--- config.mk ---
export PLATFORM = sky130hd
export DESIGN_NAME = mem_access_unit
export DESIGN_NICKNAME = d
export VERILOG_FILES = /design/src/rtl/mem_access_unit.sv
export SDC_FILE = /design/constraint.sdc
export NUM_CORES = 1
export LEC_CHECK = 0
export ABC_AREA = 0
export CAP_MARGIN = 20
export CORE_MARGIN = 8
export CORE_UTILIZATION = 41
export DETAILED_ROUTE_END_ITERATION = 6
export GPL_TIMING_DRIVEN = 1
export HOLD_SLACK_MARGIN = 0.03
export PLACE_DENSITY = 0.75
export SLEW_MARGIN = 20
export SYNTH_ARGS = -nofsm -noshare
export SYNTH_HDL_FRONTEND = slang
export SYNTH_SLANG_ARGS = --single-unit
--- constraint.sdc ---
create_clock -name clk_i -period 14 [get_ports clk_i]
set_input_delay 2.8 -clock clk_i [delete_from_list [all_inputs] [get_ports clk_i]]
set_output_delay 2.8 -clock clk_i [all_outputs]
set_load 0.02 [all_outputs]
--- src/rtl/mem_access_unit.sv ---
// MEM-stage load/store sequencer: one outstanding data-memory request, IDLE/REQ/WAIT/DONE.
// Optional feature macro MEM_MISALIGN_TRAP_EN adds misalign_o and traps width-misaligned accesses.
module mem_access_unit #(
    parameter int DATA_WIDTH = 64
) (
    input  logic                  clk_i,
    input  logic                  rst_i,
    input  logic                  ex_valid_i,
    input  logic                  ex_is_load_i,
    input  logic                  ex_is_store_i,
    input  logic [DATA_WIDTH-1:0] ex_addr_i,
    input  logic [DATA_WIDTH-1:0] ex_wdata_i,
    input  logic [1:0]            ex_wid_i,
    input  logic                  ex_unsigned_i,
    input  logic [DATA_WIDTH-1:0] ex_alu_result_i,
    output logic                  stall_o,
    output logic                  dmem_req_o,
    output logic                  dmem_we_o,
    output logic [DATA_WIDTH-1:0] dmem_addr_o,
    output logic [DATA_WIDTH-1:0] dmem_wdata_o,
    output logic [7:0]            dmem_wstrb_o,
    input  logic                  dmem_gnt_i,
    input  logic                  dmem_rvalid_i,
    input  logic [DATA_WIDTH-1:0] dmem_rdata_i,
    output logic [DATA_WIDTH-1:0] WB_Data,
    output logic                  Mem_REn
`ifdef MEM_MISALIGN_TRAP_EN
    ,
    output logic                  misalign_o
`endif
);

    typedef enum logic [1:0] {
        IDLE,
        REQ,
        WAIT,
        DONE
    } state_t;

    state_t                state_reg;
    logic [DATA_WIDTH-1:0] addr_reg;
    logic [DATA_WIDTH-1:0] wdata_reg;
    logic [DATA_WIDTH-1:0] rdata_reg;
    logic [7:0]            wstrb_reg;
    logic                  req_reg;
    logic                  we_reg;
    logic                  store_reg;

    logic                  mem_op;
    logic                  misaligned;
    logic [2:0]            lane;
    logic [5:0]            bit_shift;
    logic [3:0]            nbytes;
    logic [3:0]            lane_end;
    logic [7:0]            wstrb_next;
    logic [DATA_WIDTH-1:0] addr_next;
    logic [DATA_WIDTH-1:0] wdata_next;
    logic [DATA_WIDTH-1:0] rdata_shifted;
    logic [DATA_WIDTH-1:0] load_data;

    assign mem_op     = ex_valid_i & (ex_is_load_i | ex_is_store_i);
    assign lane       = ex_addr_i[2:0];
    assign bit_shift  = {lane, 3'b000};
    assign nbytes     = 4'd1 << ex_wid_i;
    assign lane_end   = {1'b0, lane} + nbytes;
    assign addr_next  = {ex_addr_i[DATA_WIDTH-1:3], 3'b000};
    assign wdata_next = ex_wdata_i << bit_shift;

    // Strobes run from the start lane for the access width; lanes past 7 simply fall off.
    genvar gi;
    generate
        for (gi = 0; gi < 8; gi++) begin : g_lane
            assign wstrb_next[gi] = (4'(gi) >= {1'b0, lane}) && (4'(gi) < lane_end);
        end
    endgenerate

`ifdef MEM_MISALIGN_TRAP_EN
    always_comb begin
        case (ex_wid_i)
            2'd1:    misaligned = mem_op & ex_addr_i[0];
            2'd2:    misaligned = mem_op & (|ex_addr_i[1:0]);
            2'd3:    misaligned = mem_op & (|ex_addr_i[2:0]);
            default: misaligned = 1'b0;
        endcase
    end
`else
    assign misaligned = 1'b0;
`endif

    // Upstream is frozen while stalled, so ex_* still describe the access in DONE.
    assign rdata_shifted = rdata_reg >> bit_shift;

    always_comb begin
        case (ex_wid_i)
            2'd0: load_data = ex_unsigned_i ?
                  {{(DATA_WIDTH-8){1'b0}}, rdata_shifted[7:0]} :
                  {{(DATA_WIDTH-8){rdata_shifted[7]}}, rdata_shifted[7:0]};
            2'd1: load_data = ex_unsigned_i ?
                  {{(DATA_WIDTH-16){1'b0}}, rdata_shifted[15:0]} :
                  {{(DATA_WIDTH-16){rdata_shifted[15]}}, rdata_shifted[15:0]};
            2'd2: load_data = ex_unsigned_i ?
                  {{(DATA_WIDTH-32){1'b0}}, rdata_shifted[31:0]} :
                  {{(DATA_WIDTH-32){rdata_shifted[31]}}, rdata_shifted[31:0]};
            default: load_data = rdata_shifted;
        endcase
    end

    always_ff @(posedge clk_i or posedge rst_i) begin
        if (rst_i) begin
            state_reg <= IDLE;
            addr_reg  <= '0;
            wdata_reg <= '0;
            rdata_reg <= '0;
            wstrb_reg <= '0;
            req_reg   <= 1'b0;
            we_reg    <= 1'b0;
            store_reg <= 1'b0;
        end else begin
            case (state_reg)
                IDLE: begin
                    if (mem_op && !misaligned) begin
                        state_reg <= REQ;
                        req_reg   <= 1'b1;
                        we_reg    <= ex_is_store_i;
                        store_reg <= ex_is_store_i;
                        addr_reg  <= addr_next;
                        wdata_reg <= wdata_next;
                        wstrb_reg <= wstrb_next;
                    end
                end
                REQ: begin
                    if (dmem_gnt_i) begin
                        req_reg   <= 1'b0;
                        we_reg    <= 1'b0;
                        wstrb_reg <= '0;
                        state_reg <= store_reg ? DONE : WAIT;
                    end
                end
                WAIT: begin
                    if (dmem_rvalid_i) begin
                        rdata_reg <= dmem_rdata_i;
                        state_reg <= DONE;
                    end
                end
                default: state_reg <= IDLE;
            endcase
        end
    end

    assign dmem_req_o   = req_reg;
    assign dmem_we_o    = we_reg;
    assign dmem_addr_o  = addr_reg;
    assign dmem_wdata_o = wdata_reg;
    assign dmem_wstrb_o = wstrb_reg;

    // Reset gates the combinational write-back path so nothing leaks while rst_i is high.
    always_comb begin
        stall_o = 1'b0;
        Mem_REn = 1'b0;
        WB_Data = '0;
        if (!rst_i) begin
            case (state_reg)
                IDLE: begin
                    if (mem_op && !misaligned) begin
                        stall_o = 1'b1;
                    end else if (!mem_op) begin
                        WB_Data = ex_alu_result_i;
                    end
                end
                REQ, WAIT: stall_o = 1'b1;
                default: begin
                    if (!store_reg) begin
                        Mem_REn = 1'b1;
                        WB_Data = load_data;
                    end
                end
            endcase
        end
    end

`ifdef MEM_MISALIGN_TRAP_EN
    assign misalign_o = !rst_i && (state_reg == IDLE) && misaligned;
`endif

endmodule

; After elaboration in Yosys (flattened, before gate mapping)
; Index checks and enable logic that the tools add are counted.
[word_totals]
out_inout_bits = 204
elab_cells = 79
regBits = 202
input_bits = 266
[classes]
n_mux = 27
n_bitwise = 2
magnitude_cmp = 15
reduce_logical = 16
n_addsub = 1
shift = 3
n_eq_ne = 7
[op_table]
columns = cell, n
row1 = 64-bit 2-to-1 mux, 6
row2 = 64-bit case mux with 3 select lines, 1
row3 = 64-bit case mux with 2 select lines, 1
row4 = 64-bit by 6-bit << shifter with 64-bit output, 1
row5 = 64-bit by 6-bit >> shifter with 64-bit output, 1
row6 = 3-bit by 4-bit less-than comparator with 1-bit output (first input constant), 4
row7 = 8-bit 2-to-1 mux, 2
row8 = 8-bit case mux with 2 select lines, 1
row9 = 3-bit >= comparator (first input constant), 3
row10 = 1-bit 2-to-1 mux, 9
row11 = 1-bit by 4-bit less-than comparator with 1-bit output (first input constant), 2
row12 = 2-bit by 4-bit less-than comparator with 1-bit output (first input constant), 2
row13 = 1-bit logical AND, 7
row14 = 1-bit by 3-bit >= comparator with 1-bit output (first input constant), 2
row15 = 2-bit by 3-bit >= comparator with 1-bit output (first input constant), 2
row16 = 2-bit 2-to-1 mux, 3
row17 = 2-bit != test (second input constant), 3
row18 = 1-bit case mux with 2 select lines, 3
row19 = 2-bit case mux with 3 select lines, 1
row20 = 3-bit AND reduction, 2
row21 = 3-bit by 4-bit adder with 4-bit output, 1
row22 = 2-bit by 1-bit equality test with 1-bit output (second input constant), 2
row23 = 2-bit equality test (second input constant), 2
row24 = 2-bit logical NOT, 2
row25 = other kinds (7), 8

; Longest topological paths before layout
; Gate-level depths: netlist of the first run.
[logic_depth]
depth_word = 6
ltp_mapped = 11
depth_no_buf = 8

; Least setup slack after synthesis of the first run
; OpenSTA, ideal clock, no wires.
[synth_timing]
path_type = input -> output
from = input rst_i
to = output WB_Data[48]
stages = 7
required_ns = 11.200
setup_slack_ns = 1.480
arrival_ns = 9.720
path_buffers = 2
cell_sequence = inv_1 nand3_1 inv_1 clkbuf_1 clkbuf_1 nand2_1 o21ai_0
[synth_between]
elab_chain_cells = 1
[synth_lines]
columns = element, line_no
row1 = start: declaration, 7  ; input logic rst_i,
row2 = 64-bit 2-to-1 mux, 161  ; if (!rst_i) begin
row3 = end: declaration, 25  ; output logic [DATA_WIDTH-1:0] WB_Data,
; Every way passes these cells.

; Worst setup path in the final report of the first run
[layout_timing]
from = input rst_i
to = output WB_Data[18]
; The elaborated chain is that of the path after synthesis.

==> results.tsv, run 1 <==
stage	metric	value	unit
clock_tree	numCtsBuffers	23	
clock_tree	clk_path_buf_depth	3	
synth	synth_cells	1151	
synth	yosys.area.top_type	dfrtp_1	
sta	worstMarginPinSlew	989	ps
clock_tree	tritoncts	done	
synth	synth_edf_count	0	
grt	antenna_found_initial	11	
worst_setup_path	crit_required	11200	ps
power	p_clk_share	19.1	%
finish	seqCellArea	0.00505	mm²
sta	period_share	66.6	%
power	combPwrFrac	48.3	%
worst_setup_path	critical_path_arrival	6530	ps
finish	fin_area	0.0174	mm²
die	initial_core_util	41.3	%
die	die_y	185	µm
routing	wl	47800	µm
place	gp_congestion	0.908	
grt	grt_pass1_vias	11100	
power	finalPower	3300	µW
sta	layout_min_cycle_time	9330	ps
clock_tree	ctsHoldBuffers	0	
power	internal-power	2020	µW
synth	async_flop_share	100	%
hold_path	hold_class	flop to flop	
power	p_seq_share	32.6	%
place	io_buffers	466	
finish	fin_nets	1823	
synth	postSynthAreaPerCell	10.2	µm²
synth	yosys-top-cells-count	dfrtp_1 (202), nand2_1 (183), mux2_2 (134)	
job	maxCapViolCount	0	
power	leakage	0.00711	µW
worst_setup_path	critPathMaxFanout	124	
power	max-vdd-ir-drop	0.160	mV
synth	synth_top_area_share	43.0	%
power	powerDensity	190	mW/mm²
sta	setup_viol	0	
clock_tree	root_buffer	clkbuf_16	
synth	yosysMostFrequentCell	dfrtp_1	
sta	rsz0062_at_grt	no	
die	die_w	185	µm
grt	grt_max_degree	180	
finish	drive_gt1_share	14.2	%
routing	via_per_inst	5.66	
die	rows	62	
sta	finClkSkew	8.51	ps
synth	synthFlopType	dfrtp_1	
synth	yosysWarnings	0	
synth	synthTopCellsByArea	dfrtp_1 (43%), mux2_2 (13%), mux2i_1 (7.9%)	
routing	drtPass1Iterations	5	
sta	max_freq	107	MHz
sta	drv_slew	0	
routing	drc	0	
die	pin_count	470	
routing	drt_iter0_drc	1092	
worst_setup_path	start_kind	primary input	
clock_tree	cts_sinks	202	
synth	syn_area	0.0118	mm²
clock_tree	clk_pin_slew	60	ps
routing	drtAntennaViolNets	0	
power	netSwitchingPower	1280	µW
grt	grt.overflow.total	0	
die	coreArea	0.0285	mm²
sta	finalHoldViolations	0	
place	hpwl	36200	µm
clock_tree	ctsResizeCount	0	
synth	ys_ff_latch	202	
grt	grt_pass1_wl	69800	µm
finish	num-fill-cells	2391	
outcome	status	finished, final reports clean	
sta	whs	475	ps
routing	via_count	11100	
clock_tree	htree_levels	1	
finish	syn2layout_area_growth	47.7	%
grt	grtUsageTotal	26.7	%
clock_tree	post_cts_buffers	0	
synth	ys_types	55	
worst_setup_path	cp-end-kind	primary output	
finish	multi_input_area	0.00620	mm²
place	place_area	0.0165	mm²
worst_setup_path	critPathKind	primary input to primary output	
sta	slew-limit-headroom	34.1	%
clock_tree	clk_latency	510	ps
synth	yosysSeqAreaShare	43.0	%
power	swShare	38.9	%
die	die_area	0.0343	mm²
routing	wl_per_cell	24.4	µm
sta	tns	0	ps
==> power groups by stage <==
stage	clock network, µW	logic, µW	registers [µW]
floorplan	0	670	1220
global placement	0	1580	1060
detailed placement	0	1590	1070
CTS	644	1600	1070
global route	665	1690	1110
finish	629	1590	1080
==> stage by stage <==
| stage | util [%] | worst slack (ps) | std cells |
|---|---|---|---|
| after floorplan | - | 1480 | 1153 |
| after global placement | 58.1 | 4730 | 1910 |
| after detailed placement | 58.1 | 4710 | 1910 |
| after CTS | 60.9 | 4700 | 1952 |
| after global routing | 61.0 | 4410 | 1960 |
| final | 61.0 | 4670 | 1960 |
==> cell families (layout without fill, tap and decap cells) <==
family | after synthesis | after routing | share of synthesized area, %
xor+xnor | 2 | 2 | 0.149
flops | 202 | 202 | 43.0
buf+inv | 113 | 528 | 4.36
other cells | 1 | 11 | 0.0319
compound gates | 331 | 331 | 19.2
fa+ha+maj | 6 | 6 | 0.639
simple gates | 254 | 254 | 8.99
mux | 242 | 242 | 23.6
==> critical path, cell delays in order <==
cell             delay, ps
clkdlybuf4s50_1        590
inv_8                  660
nand3_1                140
buf_4                  280
inv_1                  450
and2_1                 630
a221o_1                230
clkdlybuf4s50_1        610
==> worst paths after layout <==
path / from / slack (ps) / to / cells past startpoint
setup / recovery: rst_i / 4670 / WB_Data[18] / 8
hold / removal: dmem_wstrb_o[0]$_DFFE_PP0P_ / 470 / dmem_wstrb_o[0]$_DFFE_PP0P_ / 2
setup reg to reg: state_reg[0]$_DFFE_PP0P_ / 11470 / dmem_wdata_o[25]$_DFFE_PP0P_ / 6
hold reg to reg: dmem_wstrb_o[0]$_DFFE_PP0P_ / 470 / dmem_wstrb_o[0]$_DFFE_PP0P_ / 2
max in group asynchronous: rst_i / 9660 / dmem_wdata_o[61]$_DFFE_PP0P_ / 3
min in group asynchronous: rst_i / 3000 / rdata_reg[7]$_DFFE_PP0P_ / 2
==> final cells by class <==
class,count,share of cell area [%]
inverter,9,0.238
multi-input combinational,838,35.7
antenna,8,0.115
sequential,202,29.1
clock inverter,9,0.606
tap,384,2.77
clock buffer,33,3.99
timing repair buffer,477,27.4
==> layer usage <==
metal	GRT usage, %	up-vias	part of all wire [%]
li1	-	5041	-
met1	36.3	5390	42
met2	39.0	539	44
met3	7.38	115	9.9
met4	11.8	6	4.1
met5	0	-	0.073
==> layout by cell type, fill, tap and decap left out, types with 3 or more instances in the layout <==
cell type	instances
clkdlybuf4s50_1	463
dfrtp_1	202
nand2_1	182
mux2_2	134
o21ai_0	112
mux2i_1	93
a21oi_1	40
nor2_1	29
o31ai_1	24
clkbuf_16	23
a221o_1	22
a22o_1	20
a211oi_1	19
nor2b_1	17
o22ai_1	17
mux4_2	15
a32oi_1	11
buf_4	10
o22a_1	9
diode_2	8
o21a_1	8
a31o_2	8
o31a_1	8
clkbuf_8	8
a22oi_1	7
o221ai_1	7
nand2b_1	6
inv_1	6
ha_1	6
a21o_1	4
clkinv_2	4
o211ai_1	3
nand3_1	3
and2_1	3
conb_1	3
(Power assumes the default switching activity.)
==> inputs of run 2 (changes only) <==
==> constraint.sdc (replaced) <==
create_clock -name clk_i -period 8.7 [get_ports clk_i]
set_input_delay 1.74 -clock clk_i [delete_from_list [all_inputs] [get_ports clk_i]]
set_output_delay 1.74 -clock clk_i [all_outputs]
set_load 0.02 [all_outputs]
==> run 2 against run 1 <==
Against the previous run: cell area down 0.35%; largest cell class unchanged; first-iteration DRC count down 0.46%; global-route usage up 0.79 points; die area unchanged; power up 60%; highest routed layer unchanged.
==> results.tsv, run 2 (same netlist as run 1, synthesis figures left out) <==
stage	metric	value	unit	change
worst_setup_path	cp_slowest_cell	buf_4		
clock_tree	clk_path_buf_depth	3		unchanged
finish	layout_common_cells	clkdlybuf4s50_1 (463), dfrtp_1 (202), nand2_1 (182), mux2_2 (134), o21ai_0 (112)		
place	gp_congestion	0.992		+9.2%
worst_setup_path	r2r_setup_slack	5440	ps	-6030 ps
sta	max_freq	143	MHz	
clock_tree	numCtsBuffers	24		+4.3%
finish	syn2layout_area_growth	47.2	%	
power	powerDensity	305	mW/mm²	+60%
sta	whs	476	ps	+1.48 ps
worst_setup_path	cp-end-kind	primary output		
clock_tree	post_cts_buffers	0		unchanged
worst_setup_path	crit_required	6960	ps	-4240 ps
worst_setup_path	critPathMaxFanout	88		-29%
finish	drive_gt1_share	13.9	%	-0.35 points
grt	antenna_found_initial	10		-1
die	die_y	185	µm	unchanged
clock_tree	root_buffer	clkbuf_16		
sta	period_share	80.4	%	
worst_setup_path	start_kind	primary input		
clock_tree	clk_latency	530	ps	+20 ps
routing	drtAntennaViolNets	0		unchanged
worst_setup_path	reg2reg_to	dmem_addr_o[60]$_DFFE_PP0P_		
routing	wl	49200	µm	+2.8%
die	die_area	0.0343	mm²	unchanged
sta	slew-limit-headroom	29.3	%	-4.7 points
place	io_buffers	466		unchanged
die	pin_count	470		unchanged
sta	finalHoldViolations	0		unchanged
routing	wl_per_cell	25.1	µm	+2.8%
worst_setup_path	cp_num_buf_inv	4		-1
worst_setup_path	cp_cell_sequence	buf_4 > buf_4 > nand2b_1 > o22ai_1 > or3_1 > a31oi_2 > buf_4 > o21ai_0 > clkdlybuf4s50_1		
grt	grt_pass1_vias	11200		+0.72%
routing	via_per_inst	5.75		+1.6%
place	place_area	0.0166	mm²	+0.11%
power	finalPower	5270	µW	+60%
grt	grt.overflow.total	0		unchanged
clock_tree	htree_levels	1		unchanged
grt	grtUsageTotal	27.4	%	+0.79 points
worst_setup_path	critical_path_arrival	5250	ps	-1280 ps
die	rows	62		unchanged
sta	setup_viol	0		unchanged
sta	layout_min_cycle_time	6990	ps	
clock_tree	tritoncts	done		
clock_tree	ctsHoldBuffers	0		unchanged
die	coreArea	0.0285	mm²	unchanged
die	initial_core_util	41.3	%	unchanged
die	die_w	185	µm	unchanged
worst_setup_path	cp_top_family	buffers and inverters		
worst_setup_path	timing.rr.start	state_reg[0]$_DFFE_PP0P_		
hold_path	hold_depth	2		unchanged
finish	fin_nets	1829		+0.33%
sta	worstMarginPinSlew	1060	ps	+70.6 ps
sta	rsz0062_at_grt	no		
finish	final_util	60.7	%	-0.21 points
power	max-vdd-ir-drop	0.261	mV	+63%
worst_setup_path	critPathKind	primary input to primary output		
worst_setup_path	reg2reg_depth	6		unchanged
hold_path	hp-start	dmem_wdata_o[13]$_DFFE_PP0P_		
routing	drt_iter0_drc	1087		-0.46%
power	leakage	0.00708	µW	-0.42%
finish	final_common_cell	clkdlybuf4s50_1		
clock_tree	cts_sinks	202		unchanged
routing	via_count	11300		+1.6%
outcome	status	finished, final reports clean		
worst_setup_path	max_stage_delay	760	ps	+100 ps
clock_tree	ctsResizeCount	0		unchanged
grt	grt_max_degree	97		-46%
finish	fin_area	0.0173	mm²	-0.35%
clock_tree	clk_pin_slew	60	ps	about the same
routing	drtPass1Iterations	6		+1
grt	grt_pass1_wl	72400	µm	+3.6%
sta	tns	0	ps	unchanged
hold_path	min_to	dmem_wdata_o[13]$_DFFE_PP0P_		
routing	drc	0		unchanged
sta	drv_slew	0		unchanged
place	hpwl	37200	µm	+2.7%
job	maxCapViolCount	0		unchanged
hold_path	hold_class	flop to flop		
sta	finClkSkew	14.8	ps	+6.34 ps
worst_setup_path	critPathMostFrequentCell	buf_4		
## run 2: changes by cell type in the layout (fill, tap and decap cells not counted), sizes merged
| cell | delta |
|---|---|
| clkbuf | +2 |
| diode | -3 |
| bufinv | -1 |
| buf | +5 |
| inv | -2 |
| clkinv | -1 |
## run 2: cell type report
cell class	count	area, µm²
well taps	384	480
flip-flops and latches	202	5050
clock inverters	5	65.1
repair buffers	482	4780
diodes	5	12.5
inverters	9	37.5
clock buffers	35	662
fillers	2434	11200
multi-input cells	838	6200
## run 2: power by group
part / total (µW) / switching (µW) / internal, µW
Clock: 959 / 404 / 555
Combinational: 2560 / 1310 / 1250
Sequential: 1750 / 372 / 1380
Total: 5270 / 2090 / 3190
## run 2: worst max-delay path by stage
| stage | from | endpoint | slack (ps) | cells after the start |
|---|---|---|---|---|
| 3_5_place_dp | ex_addr_i[1] | WB_Data[38] | 1860 | 9 |
| 6_report | ex_addr_i[1] | WB_Data[38] | 1710 | 9 |
| 5_1_grt | ex_addr_i[1] | WB_Data[38] | 1670 | 9 |
| 4_1_cts | ex_addr_i[1] | WB_Data[38] | 1880 | 9 |
| 3_3_place_gp | ex_addr_i[1] | WB_Data[38] | 1910 | 9 |
| 2_1_floorplan | rst_i | WB_Data[24] | 300 | 7 |
## run 2: tightest hold or removal path: stages, from the launching register on
cell and delay, ps:
dfrtp_1 340, nand2_1 50, o31ai_1 50
## run 2: through the flow
stage	instances	worst slack, ps
2_1_floorplan	1153	300
3_3_place_gp	1915	1910
3_5_place_dp	1915	1860
4_1_cts	1955	1880
5_1_grt	1960	1670
6_report	1960	1710
## run 2: metal layers
metal	wire, µm	GRT usage [%]	share of wire (%)	up-vias
met1	20400	37.1	42	5539
met3	4390	6.24	8.9	107
met2	22700	43.2	46	559
li1	-	-	-	5049
met5	57	0	0.12	-
met4	1560	8.55	3.2	10
==> inputs of run 3 (changes only) <==
==> constraint.sdc (replaced) <==
create_clock -name clk_i -period 6.85 [get_ports clk_i]
set_input_delay 1.37 -clock clk_i [delete_from_list [all_inputs] [get_ports clk_i]]
set_output_delay 1.37 -clock clk_i [all_outputs]
set_load 0.02 [all_outputs]
==> run 3 against run 2 <==
Against the previous run: final cell count hardly changed; count of clock-buffer cells in the layout is 1 lower; largest cell class unchanged; sequential share of layout area is 0.24 points lower.
==> results.tsv, run 3 (same netlist as run 1, synthesis figures left out) <==
stage	metric	value	unit	change
place	io_buffers	466		unchanged
finish	multi_input_area	0.00620	mm²	about the same
finish	seqCellArea	0.00505	mm²	unchanged
power	max-vdd-ir-drop	0.319	mV	+22%
sta	period_share	85.5	%	
power	netSwitchingPower	2670	µW	+28%
clock_tree	ctsResizeCount	0		unchanged
power	finalPower	6840	µW	+30%
clock_tree	post_cts_buffers	0		unchanged
sta	drv_slew	0		unchanged
routing	via_per_inst	5.68		-1.2%
worst_setup_path	start_kind	primary input		
power	internal-power	4170	µW	+31%
worst_setup_path	crit_required	5480	ps	-1480 ps
place	hpwl	36200	µm	-2.5%
job	maxCapViolCount	0		unchanged
power	combPwrFrac	48.0	%	-0.6 points
finish	fin_nets	1830		+0.055%
clock_tree	htree_levels	1		unchanged
die	die_w	185	µm	unchanged
finish	drive_gt1_share	14.5	%	+0.61 points
grt	grtUsageTotal	27.1	%	-0.30 points
worst_setup_path	timing.rr.start	state_reg[0]$_DFFE_PP0P_		
power	p_clk_share	19.6	%	+1.4 points
worst_setup_path	r2r_setup_slack	3950	ps	-1490 ps
sta	finalHoldViolations	0		unchanged
hold_path	hp-start	dmem_wdata_o[2]$_DFFE_PP0P_		
clock_tree	clk_path_buf_depth	3		unchanged
hold_path	min_to	dmem_wdata_o[2]$_DFFE_PP0P_		
finish	fin_area	0.0174	mm²	+0.84%
grt	antenna_found_initial	5		-5
routing	via_count	11100		-1.1%
routing	drc	0		unchanged
die	pin_count	470		unchanged
clock_tree	clk_latency	520	ps	about the same
sta	whs	476	ps	-0.0360 ps
place	place_inst	1915		unchanged
sta	finClkSkew	21.9	ps	+7.01 ps
clock_tree	cts_sinks	202		unchanged
grt	grt_pass1_wl	71200	µm	-1.7%
hold_path	hold_class	flop to flop		
worst_setup_path	critical_path_arrival	4490	ps	-760 ps
worst_setup_path	cp-end-kind	primary output		
outcome	status	finished, final reports clean		
worst_setup_path	cp_cell_sequence	buf_6 > mux2i_1 > mux4_2 > o32ai_4 > and2_1 > a221o_1 > clkdlybuf4s50_1		
worst_setup_path	critPathKind	primary input to primary output		
finish	final_util	61.3	%	+0.51 points
grt	grt_max_degree	203		+110%
finish	syn2layout_area_growth	48.4	%	
power	swShare	39.0	%	-0.60 points
clock_tree	root_buffer	clkbuf_16		
clock_tree	clk_pin_slew	50	ps	about the same
hold_path	hold_depth	2		unchanged
die	die_y	185	µm	unchanged
sta	layout_min_cycle_time	5860	ps	
die	coreArea	0.0285	mm²	unchanged
clock_tree	numCtsBuffers	24		unchanged
routing	drt_iter0_drc	1016		-6.5%
routing	wl_per_cell	24.8	µm	-1.3%
worst_setup_path	reg2reg_to	dmem_wdata_o[18]$_DFFE_PP0P_		
die	initial_core_util	41.3	%	unchanged
finish	layout_common_cells	clkdlybuf4s50_1 (463), dfrtp_1 (202), nand2_1 (181), mux2_2 (134), mux2i_1 (93)		
sta	worstMarginPinSlew	980	ps	-79.9 ps
worst_setup_path	cp_slowest_cell	clkdlybuf4s50_1		
place	place_area	0.0166	mm²	about the same
finish	fin_cells	1961		+0.051%
grt	grt.overflow.total	0		unchanged
worst_setup_path	critPathMaxFanout	78		-11%
power	leakage	0.00715	µW	+1.1%
routing	wl	48500	µm	-1.2%
worst_setup_path	max_stage_delay	610	ps	-150 ps
place	gp_congestion	0.910		-8.3%
worst_setup_path	cp_top_family	buffers and inverters		
finish	num-fill-cells	2410		-0.99%
die	die_area	0.0343	mm²	unchanged
worst_setup_path	cp_num_buf_inv	2		-2
clock_tree	tritoncts	done		
sta	rsz0062_at_grt	no		
sta	max_freq	171	MHz	
grt	grt_pass1_vias	11200		-0.13%
clock_tree	ctsHoldBuffers	0		unchanged
power	powerDensity	392	mW/mm²	+29%
worst_setup_path	reg2reg_depth	8		+2
routing	drtAntennaViolNets	0		unchanged
die	rows	62		unchanged
routing	drtPass1Iterations	5		-1
sta	setup_viol	0		unchanged
power	p_seq_share	32.5	%	-0.7 points
sta	slew-limit-headroom	34.7	%	+5.3 points
finish	final_common_cell	clkdlybuf4s50_1		
==> run 3: changes by cell type in the layout (fill, tap and decap cells not counted), sizes merged <==
cell / before / now
buf: 19 / 20
clkinv: 5 / 6
clkbuf: 35 / 34
diode: 5 / 3
bufinv: 1 / 3
==> run 3: final cells by class <==
class,instances,area share [%]
sequential,202,29.0
inverter,9,0.215
clock buffer,34,4.06
clock inverter,8,0.725
timing repair buffer,483,27.6
tap,384,2.75
multi-input combinational,838,35.6
antenna,3,0.0430
==> run 3: per-stage QoR <==
step                TNS [ps]  setup slack, ps
global route               0              764
CTS                        0             1020
floorplan             -27000             -661
detailed placement         0             1030
finish                     0              992
global placement           0              994
==> run 3: worst max path at each step <==
| stage | startpoint | end | slack, ps | depth (start not counted) |
|---|---|---|---|---|
| after floorplan | rst_i | WB_Data[21] | -660 | 7 |
| after global placement | ex_wid_i[1] | WB_Data[31] | 990 | 6 |
| after detailed placement | ex_addr_i[0] | WB_Data[30] | 1030 | 7 |
| after CTS | ex_addr_i[0] | WB_Data[30] | 1020 | 7 |
| after global routing | ex_addr_i[0] | WB_Data[19] | 760 | 7 |
| final | ex_addr_i[0] | WB_Data[30] | 990 | 7 |
==> run 3: layer usage <==
| metal | up-vias | GRT usage, % | wire length (µm) |
|---|---|---|---|
| met2 | 548 | 41.3 | 22100 |
| met4 | 2 | 9.70 | 1690 |
| met1 | 5443 | 36.1 | 19800 |
| met3 | 83 | 8.16 | 4870 |
| li1 | 5059 | - | - |
| met5 | - | 0 | 13 |
==> run 3: power by group through the flow <==
| stage | Combinational, µW | Sequential [µW] | Clock [µW] |
|---|---|---|---|
| after floorplan | 1380 | 2500 | 0 |
| after global placement | 3220 | 2180 | 0 |
| after detailed placement | 3260 | 2200 | 0 |
| after CTS | 3290 | 2190 | 1370 |
| after global routing | 3470 | 2270 | 1410 |
| final | 3280 | 2220 | 1340 |
==> run 3: worst reg2reg max path, delay by kind of cell, from the launching register on <==
kind / cells / cell delay (ps)
compound gates: 2 / 340
buf+inv: 4 / 1700
fa+ha+maj: 1 / 260
flops: 1 / 380
simple gates: 1 / 90
